===== src/rtl/scan_sel_sequencer.sv =====
// Round-robin channel-select sequencer feeding the 2-to-4 one-hot decoder.
// Optional sweep counter output enabled by defining SCAN_SWEEP_COUNT_EN.
module scan_sel_sequencer #(
  parameter int DW = 8
) (
  input  logic          clk,
  input  logic          rst,
  input  logic          start,
  input  logic          stop,
  input  logic [3:0]    en_mask,
  input  logic [DW-1:0] dwell,
  output logic [1:0]    sel,
  output logic          sel_valid,
  output logic          busy,
`ifdef SCAN_SWEEP_COUNT_EN
  output logic [15:0]   sweep_cnt,
`endif
  output logic          sweep_done
);

  typedef enum logic {IDLE, SCAN} state_t;

  state_t        state_q;
  logic [1:0]    sel_q;
  logic [DW-1:0] cnt_q;
  logic          valid_q, busy_q, sweep_q;
  logic [1:0]    first_d, nxt_d, probe;
  logic [DW-1:0] dwell_d;
`ifdef SCAN_SWEEP_COUNT_EN
  logic [15:0]   sweep_cnt_q;
`endif

  assign dwell_d = (dwell == '0) ? DW'(1) : dwell;

  // Searching from the farthest offset down lets the nearest hit win; offset 4
  // lands back on sel_q so a lone enabled channel reselects itself.
  always_comb begin
    first_d = 2'd0;
    nxt_d   = sel_q;
    probe   = 2'd0;
    for (int k = 3; k >= 0; k--)
      if (en_mask[k]) first_d = 2'(k);
    for (int k = 4; k >= 1; k--) begin
      probe = sel_q + 2'(k);
      if (en_mask[probe]) nxt_d = probe;
    end
  end

  always_ff @(posedge clk) begin
    if (rst) begin
      state_q <= IDLE;
      sel_q   <= 2'd0;
      cnt_q   <= '0;
      valid_q <= 1'b0;
      busy_q  <= 1'b0;
      sweep_q <= 1'b0;
`ifdef SCAN_SWEEP_COUNT_EN
      sweep_cnt_q <= '0;
`endif
    end else begin
      sweep_q <= 1'b0;
      case (state_q)
        IDLE: begin
          if (start && !stop && en_mask != 4'd0) begin
            state_q <= SCAN;
            sel_q   <= first_d;
            cnt_q   <= dwell_d;
            valid_q <= 1'b1;
            busy_q  <= 1'b1;
`ifdef SCAN_SWEEP_COUNT_EN
            sweep_cnt_q <= '0;
`endif
          end
        end
        SCAN: begin
          if (stop) begin
            state_q <= IDLE;
            valid_q <= 1'b0;
            busy_q  <= 1'b0;
          end else if (cnt_q == DW'(1)) begin
            if (en_mask == 4'd0) begin
              state_q <= IDLE;
              valid_q <= 1'b0;
              busy_q  <= 1'b0;
            end else begin
              sel_q   <= nxt_d;
              cnt_q   <= dwell_d;
              sweep_q <= (nxt_d <= sel_q);
`ifdef SCAN_SWEEP_COUNT_EN
              if (nxt_d <= sel_q) sweep_cnt_q <= sweep_cnt_q + 16'd1;
`endif
            end
          end else begin
            cnt_q <= cnt_q - DW'(1);
          end
        end
        default: state_q <= IDLE;
      endcase
    end
  end

  assign sel        = sel_q;
  assign sel_valid  = valid_q;
  assign busy       = busy_q;
  assign sweep_done = sweep_q;
`ifdef SCAN_SWEEP_COUNT_EN
  assign sweep_cnt  = sweep_cnt_q;
`endif

endmodule

===== config.mk =====
export PLATFORM = sky130hd
export DESIGN_NAME = scan_sel_sequencer
export DESIGN_NICKNAME = d
export VERILOG_FILES = /design/src/rtl/scan_sel_sequencer.sv
export SDC_FILE = /design/constraint.sdc
export NUM_CORES = 1
export LEC_CHECK = 0
export BUFFER_PORTS_ARGS = -buffer_cell sky130_fd_sc_hd__buf_2
export CAP_MARGIN = 20
export CELL_PAD_IN_SITES_DETAIL_PLACEMENT = 1
export CELL_PAD_IN_SITES_GLOBAL_PLACEMENT = 1
export CORE_MARGIN = 2
export CORE_UTILIZATION = 35
export CTS_CLUSTER_SIZE = 30
export DETAILED_ROUTE_END_ITERATION = 7
export GPL_ROUTABILITY_DRIVEN = 0
export PLACE_DENSITY_LB_ADDON = 0.12
export SLEW_MARGIN = 30
export SYNTH_ARGS = -nofsm -noshare
export SYNTH_HDL_FRONTEND = slang
export SYNTH_SLANG_ARGS = --single-unit

===== constraint.sdc =====
create_clock -name clk -period 1.56 [get_ports clk]
set_input_delay 0.156 -clock clk [delete_from_list [all_inputs] [get_ports clk]]
set_output_delay 0.156 -clock clk [all_outputs]
set_load 0.02 [all_outputs]

==> flow_results.org, run 1 <==
** Outcome
- Run status :: finished with violations
- The final reports fail on setup timing.

** Yosys
- The Yosys step of the flow raised 0 warnings.
- Sorting the synthesized cells by area gives the leading types as sky130_fd_sc_hd__dfxtp_1 (27%), sky130_fd_sc_hd__a21oi_1 (7.3%), sky130_fd_sc_hd__ha_1 (5.2%), sky130_fd_sc_hd__inv_1 (3.9%), sky130_fd_sc_hd__o32ai_1 (3.7%).
- The synthesized netlist occupies a cell area of 957.2 sq um.
- In the synthesized netlist the dominant register cell turns out to be sky130_fd_sc_hd__dfxtp_1.
- After synthesis, the mean cell area works out to 8.181 sq um.
- Library cell occupying the most area in the post-synthesis netlist :: sky130_fd_sc_hd__dfxtp_1
- Most used standard cells in the synthesized netlist :: sky130_fd_sc_hd__a21oi_1 (14), sky130_fd_sc_hd__dfxtp_1 (13), sky130_fd_sc_hd__inv_1 (10)
- Yosys top cell area share :: 0.2719
- Gate Count Post-Synth :: 117
- In this run, synthesis inferred 0 flip-flops with an integrated enable.
- The number of nets in the synthesized netlist is 137.
- Share of synthesized flip-flops with an asynchronous set or reset :: 0
- Sequential fraction of the synthesis area :: 0.2719
- After synthesis the netlist holds a flip-flop and latch count of 13.
- Most frequent cell after synthesis :: sky130_fd_sc_hd__a21oi_1
- After synthesis, the netlist uses 40 different library cells.

** Critical path
- Startpoint kind of the worst setup timing path :: register
- CP Data Arrival Time :: 1820 ps
- Of all nets on the critical path, the largest fanout is 6.
- Nature of the critical path endpoint :: register
- Required time of the critical path :: 1720 ps
- CP Class :: register to register

** Clocking
- The root buffer cell chosen for the clock tree is sky130_fd_sc_hd__clkbuf_4.
- The clock drives 13 sinks.
- Clk Latency, worst-skew pair :: approximately 280 ps
- Number of CTS-inserted buffers :: 3
- Counting along the longest clock path gives a buffer depth of 2.
- TritonCTS built the clock tree.
- Number of H-tree branching levels :: 1
- Hold buffer count at CTS :: 0
- Clock-pin slew on the worst setup and hold paths :: 90 ps

** Route
- The detailed router finished its first iteration with 11 violations.
- Number of remaining DRC errors :: 0
- The first detailed-routing pass ran for 6 iterations.
- Wirelength per Cell :: 20.36 um
- DR vias/cell :: 6.010
- The final route contains around 1.2k vias.
- Once detail routing completed, the nets flagged for antenna violations numbered 0.
- Routed WL :: 4112 um

** Floorplanning
- During I/O placement, the number of pins put on the boundary was 21.
- Chip Height :: between 50 and 60 um
- DIE AREA :: 3169 sq um
- Area of the core :: 2545 sq um
- The initialized floorplan defines 18 standard-cell rows.
- The initial utilization of the core area, before any placement, comes to 0.3761.
- In this run the horizontal extent of the chip is 56.30 um.

** Run
- Max-capacitance violation count :: 0

** Timing
- Final Hold Viols :: 0
- In the post-route analysis, the smallest setup slack over all paths is -93.58 ps.
- The number of max-slew violations in the final report was 0.
- Setup repair after global routing could not meet its margin everywhere.
- For this run, the top clock speed supported by timing is around 600 MHz.
- Across the routed clock network, the largest skew measured is 3.473 ps.
- Final cycle utilization of the critical path :: 1.060
- Period minus WS final :: 1654 ps
- For the pin with the worst max-slew slack, the measured transition is 477.7 ps.
- Headroom to the max-slew limit came out at 0.6786.
- Setup violations remaining at the end of the flow were counted as 10.

** Placement
- Post-detailed-placement cell area :: 1304 sq um
- Setup Slack @ Placement :: -231.8 ps
- The wire-length estimate of the detail-placed layout is 2796 um.
- Quantity of I/O buffers inserted on ports :: 20

** Layout
- Post-layout nets :: 193
- Registers take 271.5 sq um.
- Area of all placed cells without fillers :: 1633 sq um
- Filler cells :: around 300
- Synth-to-Final Area Change :: 70.59%
- Final antenna diode count :: 0
- In the final layout, the multi-input gates occupy 855.8 sq um.
- Layout cell share with drive strength beyond 1 :: 0.5756

** GRT
- Across every metal layer, demand over resource in global routing totals 0.2615.
- The number of antenna violations at the first check in global routing was 0.
- Via count of the first global-routing pass :: 1296
- Global routing finished with a remaining overflow of 0.
- First-pass GRT wire length :: 6389 um
- Entering global routing, the biggest net connects 13 pins.

** Power
- Power per cell area :: 756.6 nW/um^2
- VDD IR-drop max :: 0.0004869 V
- Static leakage :: 0.6454 nW

** Hold path
- Class of the most critical hold timing path :: input pin to register
## power by group
group / switching [mW] / leakage (nW) / internal (mW)
clock network: 0.123 / 0.0150 / 0.0991
logic: 0.312 / 0.521 / 0.302
registers: 0.0398 / 0.109 / 0.360
## cell type report
type / count / share of cell area
Timing Repair Buffer: 56 / 0.2475
Tap cell: 30 / 0.02299
Sequential cell: 13 / 0.1663
Inverter: 10 / 0.02299
Multi-Input combinational cell: 89 / 0.5241
Clock buffer: 4 / 0.01609
## flip-flops by register name, indices dropped and copies added, names as in the netlist
signal and count:
state_q 1, sweep_done 1, sel 2, cnt_q 8
busy 1
## layout by cell type (no fill, tap or decap), types with 3 or more instances in the layout
| cell | n |
|---|---|
| sky130_fd_sc_hd__a21oi_1 | 7 |
| sky130_fd_sc_hd__buf_6 | 9 |
| sky130_fd_sc_hd__nor2b_1 | 3 |
| sky130_fd_sc_hd__a21oi_2 | 5 |
| sky130_fd_sc_hd__nor2_1 | 6 |
| sky130_fd_sc_hd__dfxtp_1 | 8 |
| sky130_fd_sc_hd__or4_1 | 3 |
| sky130_fd_sc_hd__nand2_1 | 3 |
| sky130_fd_sc_hd__nand2b_1 | 3 |
| sky130_fd_sc_hd__inv_1 | 9 |
| sky130_fd_sc_hd__buf_4 | 27 |
| sky130_fd_sc_hd__nor4_4 | 3 |
| sky130_fd_sc_hd__buf_2 | 20 |
| sky130_fd_sc_hd__clkbuf_4 | 3 |
| sky130_fd_sc_hd__nor4_1 | 3 |
| sky130_fd_sc_hd__dfxtp_2 | 3 |
## cell families after synthesis
family | Yosys count | share of synthesized area
simple gates | 38 | 0.2457
compound gates | 45 | 0.3307
fa+ha+maj | 4 | 0.05229
buf+inv | 15 | 0.07844
mux | 2 | 0.02092
flops | 13 | 0.2719
## what timing repair did
item | in CTS | in global routing
pin swaps | 14 | 9
gates resized for setup | 39 | 16
setup buffers | 6 | 4
cloned | 0 | 0
setup endpoints to repair | 11 | 13
## stage by stage
step / instances / utilization / power, mW / setup TNS, ps / hold slack, ps
floorplan: 117 / - / 0.6432 / -57.63 / 308.9
global placement: 192 / 0.5123 / 0.8132 / -330.3 / 442.9
detailed placement: 192 / 0.5123 / 0.8333 / -1085 / 457.2
CTS: 201 / 0.6106 / 1.173 / -305.5 / 143.0
global route: 202 / 0.6416 / 1.295 / -1445 / 138.7
finish: 202 / 0.6416 / 1.235 / -565.2 / 138.9
## critical path, stage by stage (launching register included)
cell and delay (ps):
sky130_fd_sc_hd__dfxtp_2 340, sky130_fd_sc_hd__inv_2 70, sky130_fd_sc_hd__ha_4 120, sky130_fd_sc_hd__nor3b_4 350, sky130_fd_sc_hd__buf_4 200, sky130_fd_sc_hd__a21oi_4 60
sky130_fd_sc_hd__buf_6 130, sky130_fd_sc_hd__nor3_4 190, sky130_fd_sc_hd__o31ai_4 90
## path summary, 6_finish.rpt
| path | cells after the start | slack [ps] | end | from |
|---|---|---|---|---|
| worst min register to register | 2 | 500 | busy | busy |
| worst min-delay path | 3 | 140 | cnt_q[1] | dwell[1] |
| worst max register to register | 8 | -90 | cnt_q[0] | cnt_q[1] |
| worst max-delay path | 8 | -90 | cnt_q[0] | cnt_q[1] |
## layer usage
layer / global-route usage / routed length [um]
met1: 0.2917 / 1594
met2: 0.5109 / 2244
met3: 0.01382 / 128
met4: 0.09864 / 144
met5: 0 / 0
Note: power is estimated with default switching activity, not from simulation.
==> run 2, diff against run 1 <==
--- a/config.mk
+++ b/config.mk
@@ -10,7 +10,7 @@
 export CELL_PAD_IN_SITES_DETAIL_PLACEMENT = 1
 export CELL_PAD_IN_SITES_GLOBAL_PLACEMENT = 1
 export CORE_MARGIN = 2
-export CORE_UTILIZATION = 35
+export CORE_UTILIZATION = 41
 export CTS_CLUSTER_SIZE = 30
 export DETAILED_ROUTE_END_ITERATION = 7
 export GPL_ROUTABILITY_DRIVEN = 0
==> constraint.sdc (replaced) <==
create_clock -name clk -period 2.1 [get_ports clk]
set_input_delay 0.21 -clock clk [delete_from_list [all_inputs] [get_ports clk]]
set_output_delay 0.21 -clock clk [all_outputs]
set_load 0.02 [all_outputs]
==> run 2 against run 1 <==
Against the previous run:
- the run now ends clean
- non-clock buffer count down 32
- register-to-register slack better by 320 ps
- global-route usage down 2.7 points
- combinational power down 60%
- maximum frequency down 12%
- hold slack better by 59 ps
- clock skew up 6.2 ps
- critical path type unchanged
==> flow_results.org, run 2 (synthesis results as in run 1) <==
** GRT
- Antenna violations before repair :: 0 (unchanged)
- The global router's overall resource usage came to 0.2341 (-0.02737).
- The wire length of the first global-routing pass was 4685 um (-27%).
- Overflow left after global routing :: 0 (unchanged)
- Maximum number of pins on one net before global-route repair :: 13 (unchanged)
- Via count of the first global-routing pass :: 998 (-23%)

** Critical path
- The peak per-stage delay on the critical path was 370 ps (+20 ps).
- Traced cell by cell, the critical path runs through inv_1 -> ha_1 -> nor3b_1 -> buf_4 -> a21o_1 -> a21oi_1 -> a311oi_1.
- STA classifies the critical path endpoint as a register.
- Cell with the largest stage delay on the worst path :: sky130_fd_sc_hd__a21o_1
- The maximum fanout encountered on the critical timing path came to 12 (+6).
- The data arrival time at the worst-slack endpoint is 2080 ps (+260 ps).
- Required time of the critical path :: 2300 ps (+580 ps)
- The worst setup path is launched from a register.
- The worst setup path is of the register to register kind.

** Power
- The power per unit of standard cell area came to 638.0 nW/um^2 (-16%).
- Switching Fraction :: 0.3671 (-0.01656)
- Reported net switching power :: 260.2 uW (-45%)
- The worst voltage drop across the vdd grid came to 0.0003038 V (-38%).
- The proportion of power drawn by flip-flops and latches is 0.422 (+0.098).
- Clock share of power :: 0.230 (+0.051)
- The design internal power came to 448.7 uW (-41%).
- The leakage power summed over all cells is 0.4430 nW (-31%).
- The combinational group share of total power came to 0.349 (-0.148).
- Final Power :: 708.9 uW (-43%)

** Hold path
- The path class of the tightest hold or removal check is input pin to register.

** Clocking
- The source-to-sink clock delay at the later pin of the worst-skew pair came to 280 ps (about the same).
- The H-tree level count came to 1 (unchanged).
- The number of cells upsized or downsized after cts came to 0 (-100%).
- The CTS sink count is 13 (unchanged).
- Number of buffers inserted by post-CTS setup repair :: 0 (-6)
- The number of buffers on the longest clock path is 2 (unchanged).
- The clock-pin slew on the worst setup and hold paths came to 90 ps (about the same).
- The tree is rooted in a sky130_fd_sc_hd__clkbuf_4.
- The count of hold buffers inserted by post-cts repair is 0 (unchanged).
- The clock buffer count from CTS was 3 (unchanged).
- TritonCTS built the clock tree.

** Layout
- Final antenna diode count :: 0 (unchanged)
- Synth-to-Final Area Change :: 16.08%
- Ranked by flip-flop count, first place goes to cnt_q.
- The number of standard cells in the final layout excluding fillers came to 168 (-17%).
- The top cell types in the final layout, fill and taps aside, are sky130_fd_sc_hd__buf_2 (20), sky130_fd_sc_hd__a21oi_1 (14), sky130_fd_sc_hd__dfxtp_1 (13).
- Flip-flop count of the largest register after layout :: 8 (unchanged)
- Leading cell type in the layout, fill and taps excluded :: sky130_fd_sc_hd__buf_2
- Post-layout nets :: 161 (-17%)
- Layout cell share with drive strength beyond 1 :: 0.2143 (-0.3613)
- The end-of-flow core utilization came to 0.5023 (-0.1393).
- The final standard cell area without fillers came to 1111 sq um (-32%).

** Route
- The number of antenna-violating nets in the routed design was 0 (unchanged).
- The starting DRC count in detailed routing is 32 (+21).
- The routed length per placed instance is 17.40 um (-14%).
- The final routed DRC violation total came to 0 (unchanged).
- Drt first pass iters :: 4 (-2)
- The aggregate routed wire length was 2924 um (-29%).
- DR vias/cell :: 6.363 (+5.9%)
- The total vias in the final route was 1069 (-12%).

** Timing
- The final cycle utilization of the critical path came to 0.8944 (-0.1656).
- Post-route worst setup slack :: 221.7 ps (+315.3 ps)
- Final setup skew :: 9.628 ps (+6.155 ps)
- Slew margin rel. :: 0.6730 (-0.005540)
- The final setup violation count is 0 (-10).
- Max-slew violations :: 0 (unchanged)
- Period minus WS final :: 1878 ps (+224.7 ps)
- The hold violation count in the final report is 0 (unchanged).
- Setup TNS :: 0 ps (+565.2 ps)
- Setup repair after global routing left no endpoint under its margin.
- The actual transition at the worst max-transition pin came to 486.0 ps (+8.235 ps).
- Peak clock frequency supported by timing :: 532.4 MHz (-12%)
- Hold Worst Slack :: 197.9 ps (+58.95 ps)

** Placement
- Placed Instances :: 164 (-15%)
- The worst slack at placement came to 248.5 ps (+480.3 ps).
- The instance area at placement is 1085 sq um (-17%).
- The number of buffers inserted by port buffering came to 20 (unchanged).
- The HPWL reported at the end of detailed placement was 2247 um (-20%).

** Floorplanning
- The overall die width came to 52.32 um (-7.1%).
- The top-level I/O count came to 21 (unchanged).
- Area of the core :: 2212 sq um (-13%)
- The starting density of the core is 0.4327 (+0.05659).
- Placement row count :: 17 (-1)
- The chip height was 52.32 um (-7.1%).
- The die area is 2737 sq um (-14%).

** Outcome
- Run status :: finished clean

** Run
- Max-capacitance violation count :: 0 (unchanged)
-- run 2: cell types whose count changed in the layout (fill, tap and decap cells not counted), moves of 3 or more --
cell	previous run	this run
sky130_fd_sc_hd__buf_4	27	4
sky130_fd_sc_hd__buf_6	9	0
sky130_fd_sc_hd__a21oi_1	7	14
sky130_fd_sc_hd__dfxtp_2	3	0
sky130_fd_sc_hd__ha_1	0	4
sky130_fd_sc_hd__dfxtp_1	8	13
sky130_fd_sc_hd__a21oi_2	5	0
-- run 2: area by class of cell --
class	count	area, sq um
Tap cell	28	35.03
Fill cell	292	1101
Multi-Input combinational cell	89	621.8
Clock buffer	4	26.28
Inverter	10	37.54
Sequential cell	13	260.3
Timing Repair Buffer	24	130.1
-- run 2: worst max-delay path: cells and delay by family (launching register included) --
family	cells	cell delay, ps
buf+inv	2	330
flops	1	340
fa+ha+maj	1	160
compound gates	3	730
simple gates	1	250
-- run 2: worst paths after layout --
check                               from     end  slack [ps]  cells past startpoint
worst max-delay path            cnt_q[1]  sel[0]         220                      7
worst min-delay path               start    busy         200                      3
worst max register to register  cnt_q[1]  sel[0]         220                      7
worst min register to register      busy    busy         490                      2
-- run 2: per-layer routing --
layer | wire length, um | GRT usage | share of wire
met5 | 0 | 0 | 0
met4 | 68 | 0.08547 | 0.023
met3 | 104 | 0.03429 | 0.036
met2 | 1384 | 0.3896 | 0.47
met1 | 1367 | 0.3033 | 0.47
-- run 2: power groups by stage --
stage / Combinational (mW) / Clock [mW] / Sequential (mW)
after CTS: 0.245 / 0.168 / 0.298
after detailed placement: 0.243 / 0 / 0.304
after global placement: 0.234 / 0 / 0.302
after global routing: 0.270 / 0.178 / 0.302
after floorplan: 0.171 / 0 / 0.297
final: 0.247 / 0.163 / 0.299
==> run 3, diff against run 2 <==
--- a/config.mk
+++ b/config.mk
@@ -9,8 +9,9 @@
 export CAP_MARGIN = 20
 export CELL_PAD_IN_SITES_DETAIL_PLACEMENT = 1
 export CELL_PAD_IN_SITES_GLOBAL_PLACEMENT = 1
+export CORE_ASPECT_RATIO = 1.5
 export CORE_MARGIN = 2
-export CORE_UTILIZATION = 41
+export CORE_UTILIZATION = 36
 export CTS_CLUSTER_SIZE = 30
 export DETAILED_ROUTE_END_ITERATION = 7
 export GPL_ROUTABILITY_DRIVEN = 0
==> run 3 against run 2 <==
Against the previous run:
- sequential power barely moved
- utilization decreased by 5.3 points
- clock power hardly changed
- via count is 2.2% lower
- global-route usage decreased by 0.95 points
- power shrank 0.13%
- clock-buffer cell count unchanged
- maximum frequency increased by 1.8%
- critical path depth stayed put
- clock skew fell by 8.5 ps
- cell count down 1.8%
- register-to-register slack gained 30 ps
==> flow_results.org, run 3 (synthesis results as in run 1) <==
** Outcome
- Run status :: finished clean

** GRT
- The pin count of the biggest net entering global routing is 13 (unchanged).
- The aggregate global routing overflow is 0 (unchanged).
- The number of global-route vias before repair came to 1084 (+8.6%).
- The global router's overall resource usage is 0.2246 (-0.009476).
- First-pass GRT wire length :: 4968 um (+6.0%)
- The number of antenna violations at the first check in global routing came to 0 (unchanged).

** Critical path
- Cell with the largest stage delay on the worst path :: sky130_fd_sc_hd__a21o_1
- Sum of buffers and inverters on the critical path :: 2 (unchanged)
- STA classifies the critical path endpoint as a register.
- CP Class :: register to register
- The signal on the critical path passes through inv_1 -> ha_1 -> nor3b_1 -> buf_4 -> a21o_1 -> a21oi_1 -> o32ai_1.
- The required time of the critical path was 2290 ps (about the same).
- Grouping stages by cell kind, the critical path spends the most delay in compound AO/OA/AOI/OAI gates.
- Startpoint kind of the worst setup timing path :: register
- Worst-path fanout max :: 12 (unchanged)
- The data arrival time at the worst-slack endpoint came to 2040 ps (-40 ps).
- The peak per-stage delay on the critical path is 370 ps (about the same).

** Clocking
- The clock-pin slew on the worst setup and hold paths is 80 ps (about the same).
- The count of hold buffers inserted by post-cts repair is 0 (unchanged).
- Number of buffers inserted by post-CTS setup repair :: 0 (unchanged)
- The tree is rooted in a sky130_fd_sc_hd__clkbuf_4.
- The H-tree level count came to 1 (unchanged).
- The number of cells upsized or downsized after cts is 0 (unchanged).
- Sinks on the clock net :: 13 (unchanged)
- The source-to-sink clock delay at the later pin of the worst-skew pair came to 280 ps (about the same).
- The number of buffers on the longest clock path came to 2 (unchanged).
- TritonCTS built the clock tree.
- The clock buffer count from CTS is 3 (unchanged).

** Power
- VDD IR-drop max :: 0.0002830 V (-6.8%)
- Static leakage :: 0.4491 nW (+1.4%)
- The power per unit of standard cell area came to 635.8 nW/um^2 (-0.36%).

** Route
- Routed WL :: 3062 um (+4.7%)
- DRT antenna net count :: 0 (unchanged)
- Drt first pass iters :: 4 (unchanged)
- The final routed DRC violation total is 0 (unchanged).
- The mean number of vias per cell is 6.339 (-0.37%).
- Number of violations reported at the end of detailed-routing iteration 0 :: 10 (-69%)
- The total vias in the final route is 1046 (-2.2%).
- Wirelength per Cell :: 18.56 um (+6.6%)

** Floorplanning
- Area of the core :: 2477 sq um (+12%)
- The starting density of the core came to 0.3864 (-0.04633).
- DIE WIDTH :: 46.10 um (-12%)
- Chip Height :: 67.15 um (+28%)
- Placement row count :: 22 (+5)
- The top-level I/O count was 21 (unchanged).
- The die area was 3096 sq um (+13%).

** Layout
- Biggest register :: cnt_q
- Area of combinational cells with multiple inputs :: 621.8 sq um (unchanged)
- The number of diodes added for antenna fixing was 0 (unchanged).
- Leaving out fill and tap cells, the most frequent cell in the layout is sky130_fd_sc_hd__buf_2.
- The number of filler instances in the final layout came to 327 (+12%).
- Commonest cells after routing, fill and taps aside :: sky130_fd_sc_hd__buf_2 (20), sky130_fd_sc_hd__a21oi_1 (14), sky130_fd_sc_hd__dfxtp_1 (13)
- The final-stage net count came to 162 (+0.62%).
- Synth-to-Final Area Change :: 16.34%
- Layout cell share with drive strength beyond 1 :: 0.2199 (+0.005572)
- Sequential cell area :: 260.3 sq um (unchanged)
- Flip-flop count of the largest register after layout :: 8 (unchanged)

** Timing
- Final setup skew :: 1.128 ps (-8.500 ps)
- RSZ-0062 raised after global routing :: false
- The highest achievable clock rate is 541.8 MHz (+1.8%).
- Period minus WS final :: 1846 ps (-32.63 ps)
- The final cycle utilization of the critical path came to 0.8789 (-0.01554).
- The actual transition at the worst max-transition pin came to 471.6 ps (-14.35 ps).
- Slew margin rel. :: 0.6835 (+0.01044)
- The final setup violation count came to 0 (unchanged).
- The hold violation count in the final report came to 0 (unchanged).
- The setup slack after layout was 254.4 ps (+32.63 ps).
- The summed negative setup slack over all endpoints is 0 ps (unchanged).
- The number of max-slew violations in the final report came to 0 (unchanged).

** Placement
- Setup Slack @ Placement :: 293.0 ps (+44.50 ps)
- The number of buffers inserted by port buffering is 20 (unchanged).
- The HPWL reported at the end of detailed placement is 2398 um (+6.7%).

** Hold path
- Class of the most critical hold timing path :: input pin to register

** Run
- The number of max-cap violations came to 0 (unchanged).
run 3: cell count changes in the layout (fill, tap and decap cells not counted), sizes merged:
cell  delta
buf      +1
run 3: worst register-to-register path, delay by kind of cell (launching register included):
kind / cells / cell delay (ps)
AOI/OAI and AO/OA: 3 / 770
adders and majority gates: 1 / 150
buffers and inverters: 2 / 300
DFF: 1 / 330
and+or+nand+nor: 1 / 200
run 3: final cells by class:
class,instances,area share
multi-input cells,89,0.5584
well taps,24,0.02697
repair buffers,25,0.1236
clock buffers,4,0.02360
inverters,10,0.03371
flip-flops and latches,13,0.2337
run 3: metrics by stage:
| stage | cells | util | hold slack [ps] | cell area, sq um | power, mW |
|---|---|---|---|---|---|
| CTS | 165 | 0.4495 | 199.0 | 1114 | 0.7190 |
| detailed placement | 161 | 0.4389 | 482.8 | 1087 | 0.5513 |
| floorplan | 117 | - | 362.9 | 957.2 | 0.4684 |
| global placement | 161 | 0.4389 | 469.7 | 1087 | 0.5448 |
| finish | 165 | 0.4495 | 210.4 | 1114 | 0.7080 |
| global route | 165 | 0.4495 | 219.9 | 1114 | 0.7575 |
run 3: power breakdown:
| group | leakage, nW | internal (mW) | switching, mW | total, mW |
|---|---|---|---|---|
| sequential | 0.107 | 0.267 | 0.0300 | 0.297 |
| combinational | 0.327 | 0.110 | 0.141 | 0.251 |
| clock | 0.0150 | 0.0737 | 0.0866 | 0.160 |
| total | 0.449 | 0.451 | 0.257 | 0.708 |
run 3: worst paths after layout:
path             from       end  slack, ps  depth (start not counted)
max          cnt_q[1]  cnt_q[6]        250                          7
min             start      busy        210                          3
max reg2reg  cnt_q[1]  cnt_q[6]        250                          7
min reg2reg      busy      busy        490                          2
run 3: per-layer routing:
metal  GRT usage  routed length, um
met5           0                  0
met1      0.2304               1187
met3     0.02139                 62
met2      0.4219               1743
met4      0.1179                 69
